[src/rtl/max_parity_arbiter_if.sv]
// Bundle for max_parity_arbiter: per-requester operand offers with grant pulses,
// plus the valid/ready response channel toward the result consumer.
interface max_parity_arbiter_if #(
    parameter int N_REQ = 4,
    parameter int DW    = 5,
    parameter int RES_W = 32,
    parameter int ID_W  = 2
);
    logic [N_REQ-1:0]    req;
    logic [N_REQ*DW-1:0] req_a;
    logic [N_REQ*DW-1:0] req_b;
    logic [N_REQ-1:0]    gnt;
    logic                busy;
    logic                resp_valid;
    logic                resp_ready;
    logic [ID_W-1:0]     resp_id;
    logic [RES_W-1:0]    resp_result;
    logic                resp_balance;

    modport master (
        output req, req_a, req_b, resp_ready,
        input  gnt, busy, resp_valid, resp_id, resp_result, resp_balance
    );

    modport slave (
        input  req, req_a, req_b, resp_ready,
        output gnt, busy, resp_valid, resp_id, resp_result, resp_balance
    );
endinterface

[src/rtl/max_parity_arbiter.sv]
// Round-robin arbiter feeding one shared max/parity datapath; returns the
// sign-extended larger operand and its even-parity flag tagged with the requester id.
//
// state   | meaning
// IDLE    | waiting for any req; grant and capture operands of the round-robin winner
// COMPUTE | registered operands -> max, balance, sign-extended result
// RESP    | response presented until resp_ready, then pointer advances past winner
module max_parity_arbiter #(
    parameter int N_REQ = 4,
    parameter int DW    = 5,
    parameter int RES_W = 32,
    parameter int ID_W  = 2
) (
    input  logic                 clk,
    input  logic                 rst,
    max_parity_arbiter_if.slave  bus
);
    typedef enum logic [1:0] {IDLE, COMPUTE, RESP} state_t;

    state_t          state;
    logic [ID_W-1:0] ptr;
    logic [ID_W-1:0] cap_id;
    logic [ID_W-1:0] win;
    logic            found;
    logic [DW-1:0]   op_a;
    logic [DW-1:0]   op_b;
    logic [DW-1:0]   max_val;

    // First set request at or above the pointer, wrapping past N_REQ-1.
    always_comb begin
        found = 1'b0;
        win   = '0;
        for (int k = 0; k < N_REQ; k++) begin
            if (!found && bus.req[(int'(ptr) + k) % N_REQ]) begin
                found = 1'b1;
                win   = ID_W'((int'(ptr) + k) % N_REQ);
            end
        end
    end

    assign bus.gnt        = (state == IDLE && found && !rst) ? (N_REQ'(1) << win) : '0;
    assign bus.busy       = (state != IDLE);
    assign bus.resp_valid = (state == RESP);
    assign max_val        = (op_a > op_b) ? op_a : op_b;

    always_ff @(posedge clk or posedge rst) begin
        if (rst) begin
            state            <= IDLE;
            ptr              <= '0;
            cap_id           <= '0;
            op_a             <= '0;
            op_b             <= '0;
            bus.resp_id      <= '0;
            bus.resp_result  <= '0;
            bus.resp_balance <= 1'b0;
        end else begin
            case (state)
                IDLE: begin
                    if (found) begin
                        op_a   <= bus.req_a[int'(win)*DW +: DW];
                        op_b   <= bus.req_b[int'(win)*DW +: DW];
                        cap_id <= win;
                        state  <= COMPUTE;
                    end
                end
                COMPUTE: begin
                    bus.resp_id      <= cap_id;
                    bus.resp_result  <= {{(RES_W-DW){max_val[DW-1]}}, max_val};
                    bus.resp_balance <= ~^max_val;
                    state            <= RESP;
                end
                RESP: begin
                    if (bus.resp_ready) begin
                        // Winner drops to lowest priority for the next round.
                        ptr   <= (cap_id == ID_W'(N_REQ-1)) ? '0 : cap_id + 1'b1;
                        state <= IDLE;
                    end
                end
                default: state <= IDLE;
            endcase
        end
    end
endmodule

[src/flat_wrapper.sv]
// flat-port wrapper written by rule: the top's interface ports become plain ports
module max_parity_arbiter_flat 
#(
    parameter int N_REQ = 4,
    parameter int DW    = 5,
    parameter int RES_W = 32,
    parameter int ID_W  = 2
)
  (clk, rst, bus_req, bus_req_a, bus_req_b, bus_resp_ready, bus_gnt, bus_busy, bus_resp_valid, bus_resp_id, bus_resp_result, bus_resp_balance);
  max_parity_arbiter_if #(.N_REQ(N_REQ), .DW(DW), .RES_W(RES_W), .ID_W(ID_W)) bus_i ();
  input  logic clk;
  input  logic rst;
  input wire logic [$bits(bus_i.req)-1:0] bus_req;
  input wire logic [$bits(bus_i.req_a)-1:0] bus_req_a;
  input wire logic [$bits(bus_i.req_b)-1:0] bus_req_b;
  input wire logic [$bits(bus_i.resp_ready)-1:0] bus_resp_ready;
  output wire logic [$bits(bus_i.gnt)-1:0] bus_gnt;
  output wire logic [$bits(bus_i.busy)-1:0] bus_busy;
  output wire logic [$bits(bus_i.resp_valid)-1:0] bus_resp_valid;
  output wire logic [$bits(bus_i.resp_id)-1:0] bus_resp_id;
  output wire logic [$bits(bus_i.resp_result)-1:0] bus_resp_result;
  output wire logic [$bits(bus_i.resp_balance)-1:0] bus_resp_balance;
  assign bus_i.req = bus_req;
  assign bus_i.req_a = bus_req_a;
  assign bus_i.req_b = bus_req_b;
  assign bus_i.resp_ready = bus_resp_ready;
  assign bus_gnt = bus_i.gnt;
  assign bus_busy = bus_i.busy;
  assign bus_resp_valid = bus_i.resp_valid;
  assign bus_resp_id = bus_i.resp_id;
  assign bus_resp_result = bus_i.resp_result;
  assign bus_resp_balance = bus_i.resp_balance;
  max_parity_arbiter #(.N_REQ(N_REQ), .DW(DW), .RES_W(RES_W), .ID_W(ID_W)) u_core (.clk(clk), .rst(rst), .bus(bus_i));
endmodule
[config.mk]
export PLATFORM = sky130hd
export DESIGN_NAME = max_parity_arbiter_flat
export DESIGN_NICKNAME = d
export VERILOG_FILES = /design/src/rtl/max_parity_arbiter_if.sv /design/src/rtl/max_parity_arbiter.sv /design/src/flat_wrapper.sv
export SDC_FILE = /design/constraint.sdc
export NUM_CORES = 1
export LEC_CHECK = 0
export ABC_AREA = 1
export CAP_MARGIN = 5
export CORE_ASPECT_RATIO = 0.75
export CORE_MARGIN = 2
export CORE_UTILIZATION = 48
export DETAILED_ROUTE_END_ITERATION = 8
export PLACE_DENSITY = 0.94
export SYNTH_ARGS = -nofsm -noshare
export SYNTH_HDL_FRONTEND = slang
export SYNTH_SLANG_ARGS = --single-unit
[constraint.sdc]
create_clock -name clk -period 4 [get_ports clk]
set_clock_uncertainty 0.05 [all_clocks]
set_input_delay 0.4 -clock clk [delete_from_list [all_inputs] [get_ports clk]]
set_output_delay 0.4 -clock clk [all_outputs]
set_load 0.01 [all_outputs]
==> impl_metrics.toml <==
[status]
result_of_the_run = "finished, final reports clean"

[synth]
synth_area_in_simple_gates = 0.482
main_combinational_cell_family_by_area_after_synthesis = "simple AND/OR/NAND/NOR gates"
synth_top_area_frac = 0.302
yosys-top-cells-area = "sky130_fd_sc_hd__nand2_1 30%, sky130_fd_sc_hd__dfrtp_1 27%, sky130_fd_sc_hd__buf_4 10%, sky130_fd_sc_hd__nand4_1 5.9%, sky130_fd_sc_hd__inv_1 3.6%"
syn_area_per_cell_um2 = 6.31
yosys.area_share.xor_xnor = 0
synth-seq-area-share = 0.271
distinct_cell_type_count_after_synthesis = 24
synth.net_count = 404
synth.largest_area_cell = "sky130_fd_sc_hd__nand2_1"
ys_ff_latch = 24
yosysWarnings = 0
synth-compound-area-share = 0.0282
synth_mux_area_frac = 0.0102
synth_area_mm2 = 0.00221
synthesized_instance_count = 351
post_synth_adder_cell_area = 0.0339

[timing]
min_period_over_period = 0.887
worst_slew_pin_slew_ns = 0.694
post-route-min-period_ns = 3.55
final.hold.worst_slack_ns = 0.417
report.final.setup_viol = 0
layout_setup_ws_ns = 0.453
finalMaxSlewViolations = 0
report.final.hold_viol_count = 0
timing.setup.tns_ns = 0
achievable-frequency_ghz = 0.282
worst_slew_margin_relative_to_its_limit = 0.537
grt_setup_unrepaired = "no"

[global_route]
initial_antenna_violation_count = 0
globalRouteTotalUtil = 0.213
via_count_of_the_first_global_routing_pass = 2182
grt_start_max_net_pins = 30
grt_pass1_wl_mm = 9.06
grt_overflow = 0

[route]
route.detailed.vias_per_inst = 5.09
route.vias.total = 2340
route.detailed.drc = 0
detail_route.first_pass.iterations = 4
routedWlPerCell_um = 11.5
drt-total-wl_mm = 5.30
drt-initial-drc-count = 97
post_detailed_route_count_of_antenna_violating_nets = 0

[clock_tree]
post_cts_setup_buffer_count = 0
cts.clk_slew.worst_paths_ns = 0.09
ctsHoldBuffers = 0
cts_root_buffer = "sky130_fd_sc_hd__clkbuf_8"
tritoncts_clock_tree = "yes"
h-tree-depth = 1
cts_buffers = 3
clock_latency_ns = 0.27
max-clock-path-buffers = 2
cts_num_sinks = 24
post_cts_resized = 0

[hold_path]
hold_path_class = "in -> async"

[worst_setup_path]
timing.critical_path.max_delay_family = "simple AND/OR/NAND/NOR gates"
cp.required_ns = 3.55
crit_path_frequent_cell = "sky130_fd_sc_hd__nand2_1"
slowest_delay_ns = 0.57
path_buf_inv = 4
critPathMaxFanout = 22
crit_path_cell_trace = "inv_2, nand2_1, nand3_1, nand2_1, inv_1, nand3_2, nand2_1, inv_1, nand2_1, nor3_1, clkdlybuf4s50_1"
timing.critical_path.arrival_ns = 3.10
timing.setup.critical_path_class = "reg -> out"
critical_path.startpoint_type = "flip-flop"
crit_path_top_delay_cell = "sky130_fd_sc_hd__dfrtp_1"
worstSetupEndpointType = "primary output"

[floorplanning]
die_area_mm2 = 0.00518
overall_die_height_um = 62.8
boundary_pins = 88
initial_core_util = 0.499
fp.coreArea_mm2 = 0.00444
die_x_um = 82.4
placementRows = 21

[placed_design]
gp_congestion = 0.921
place_worst_setup_slack_ns = 0.567
dpl.hpwl_mm = 4.20
place.port_buffers = 87

[pwr]
power.leakage_nw = 1.53
ir_drop_mv = 0.475
power_density_mw_per_mm2 = 1010

[final_layout]
ant_cells = 0
finished_core_util = 0.665
drive_above_1_share = 0.0695
area.growth.synth_to_final_pct = 33.3
design.final.nets = 457

[job]
drv_cap = 0
==> metrics by stage <==
step | total power [mW] | cells | area [um2]
6_report | 2.98 | 460 | 2950
2_1_floorplan | 2.31 | 351 | 2210
3_5_place_dp | 2.76 | 456 | 2880
5_1_grt | 3.35 | 460 | 2950
4_1_cts | 2.98 | 460 | 2950
3_3_place_gp | 2.67 | 456 | 2880
==> cells in the mapped netlist <==
| library cell | count |
|---|---|
| sky130_fd_sc_hd__a21oi_1 | 2 |
| sky130_fd_sc_hd__and3_1 | 1 |
| sky130_fd_sc_hd__buf_2 | 8 |
| sky130_fd_sc_hd__buf_4 | 30 |
| sky130_fd_sc_hd__buf_6 | 2 |
| sky130_fd_sc_hd__clkbuf_1 | 1 |
| sky130_fd_sc_hd__dfrtp_1 | 24 |
| sky130_fd_sc_hd__ha_1 | 6 |
| sky130_fd_sc_hd__inv_1 | 21 |
| sky130_fd_sc_hd__inv_2 | 4 |
| sky130_fd_sc_hd__mux2_2 | 2 |
| sky130_fd_sc_hd__nand2_1 | 178 |
| sky130_fd_sc_hd__nand2_2 | 9 |
| sky130_fd_sc_hd__nand3_1 | 11 |
| sky130_fd_sc_hd__nand3_2 | 5 |
| sky130_fd_sc_hd__nand3_4 | 1 |
| sky130_fd_sc_hd__nand3b_1 | 4 |
| sky130_fd_sc_hd__nand4_1 | 21 |
| sky130_fd_sc_hd__nor2_1 | 6 |
| sky130_fd_sc_hd__nor2_4 | 1 |
| sky130_fd_sc_hd__nor3_1 | 4 |
| sky130_fd_sc_hd__o21ai_0 | 7 |
| sky130_fd_sc_hd__o21ai_1 | 2 |
| sky130_fd_sc_hd__o31ai_1 | 1 |
==> where the power goes <==
part	internal (mW)	switching [mW]	leakage (nW)
combinational	0.894	1.38	1.19
sequential	0.367	0.135	0.299
clock	0.134	0.0764	0.0357
total	1.39	1.59	1.53
==> registers in the layout, indices dropped and copies added, names as in the netlist <==
signal and flops:
u_core.bus.resp_balance 1, u_core.bus.resp_id 2, u_core.bus.resp_result 5, u_core.cap_id 2
u_core.op_a 5, u_core.op_b 5, u_core.ptr 2, u_core.state 2
==> cell families after synthesis <==
group / after synthesis
adder cells (fa/ha/maj): 6
flip-flops: 24
AO/OA/AOI/OAI: 12
multiplexers: 2
buffers and inverters: 66
AND/OR/NAND/NOR: 241
==> final timing paths <==
kind | from | end | slack [ns] | depth (start not counted)
min in group clk | u_core.op_b[4] | u_core.op_b[4] | 0.44 | 2
setup / recovery | u_core.ptr[0] | bus_gnt[2] | 0.45 | 11
setup reg to reg | u_core.ptr[0] | u_core.op_a[0] | 1.43 | 14
hold / removal | rst | u_core.ptr[0] | 0.42 | 3
max in group asynchronous | rst | u_core.op_a[1] | 3.23 | 3
hold reg to reg | u_core.op_b[4] | u_core.op_b[4] | 0.44 | 2
==> area by class of cell <==
type / instances / area (um2)
fillers: 379 / 1490
multi-input cells: 261 / 1230
repair buffers: 89 / 886
flip-flops and latches: 24 / 601
inverters: 25 / 93.8
well taps: 57 / 71.3
clock buffers: 3 / 41.3
clock inverters: 1 / 30.0
==> worst reg2reg max path, cell delays in order, from the launching register on <==
cell,delay (ns)
sky130_fd_sc_hd__dfrtp_1,0.57
sky130_fd_sc_hd__inv_2,0.17
sky130_fd_sc_hd__nand2_1,0.09
sky130_fd_sc_hd__nand2_1,0.11
sky130_fd_sc_hd__nand2_2,0.10
sky130_fd_sc_hd__nand2_2,0.06
sky130_fd_sc_hd__nor2_4,0.12
sky130_fd_sc_hd__nand3_2,0.38
sky130_fd_sc_hd__nand3_4,0.42
sky130_fd_sc_hd__nand2_1,0.10
sky130_fd_sc_hd__nand2_1,0.08
sky130_fd_sc_hd__nand2_1,0.05
sky130_fd_sc_hd__nand2_1,0.07
sky130_fd_sc_hd__nand2_1,0.07
sky130_fd_sc_hd__nand2_1,0.07
==> cells in the final DEF, fill, tap and decap left out, types with 3 or more instances in the layout <==
master and n:
sky130_fd_sc_hd__nand2_1 178, sky130_fd_sc_hd__clkdlybuf4s50_1 87, sky130_fd_sc_hd__dfrtp_1 24, sky130_fd_sc_hd__inv_1 21, sky130_fd_sc_hd__nand4_1 21, sky130_fd_sc_hd__nand3_1 11, sky130_fd_sc_hd__nand2_2 9, sky130_fd_sc_hd__o21ai_0 7
sky130_fd_sc_hd__nor2_1 6, sky130_fd_sc_hd__ha_1 6, sky130_fd_sc_hd__nand3_2 5, sky130_fd_sc_hd__nand3b_1 4, sky130_fd_sc_hd__inv_2 4, sky130_fd_sc_hd__nor3_1 4, sky130_fd_sc_hd__clkbuf_8 3
==> routing by layer <==
metal,track usage,vias up,part of all wire
met5,0,-,0
met4,0.0271,0,0.0011
met3,0.0434,2,0.082
met2,0.390,95,0.49
met1,0.259,1050,0.43
li1,-,1193,-
(Power assumes the default switching activity.)
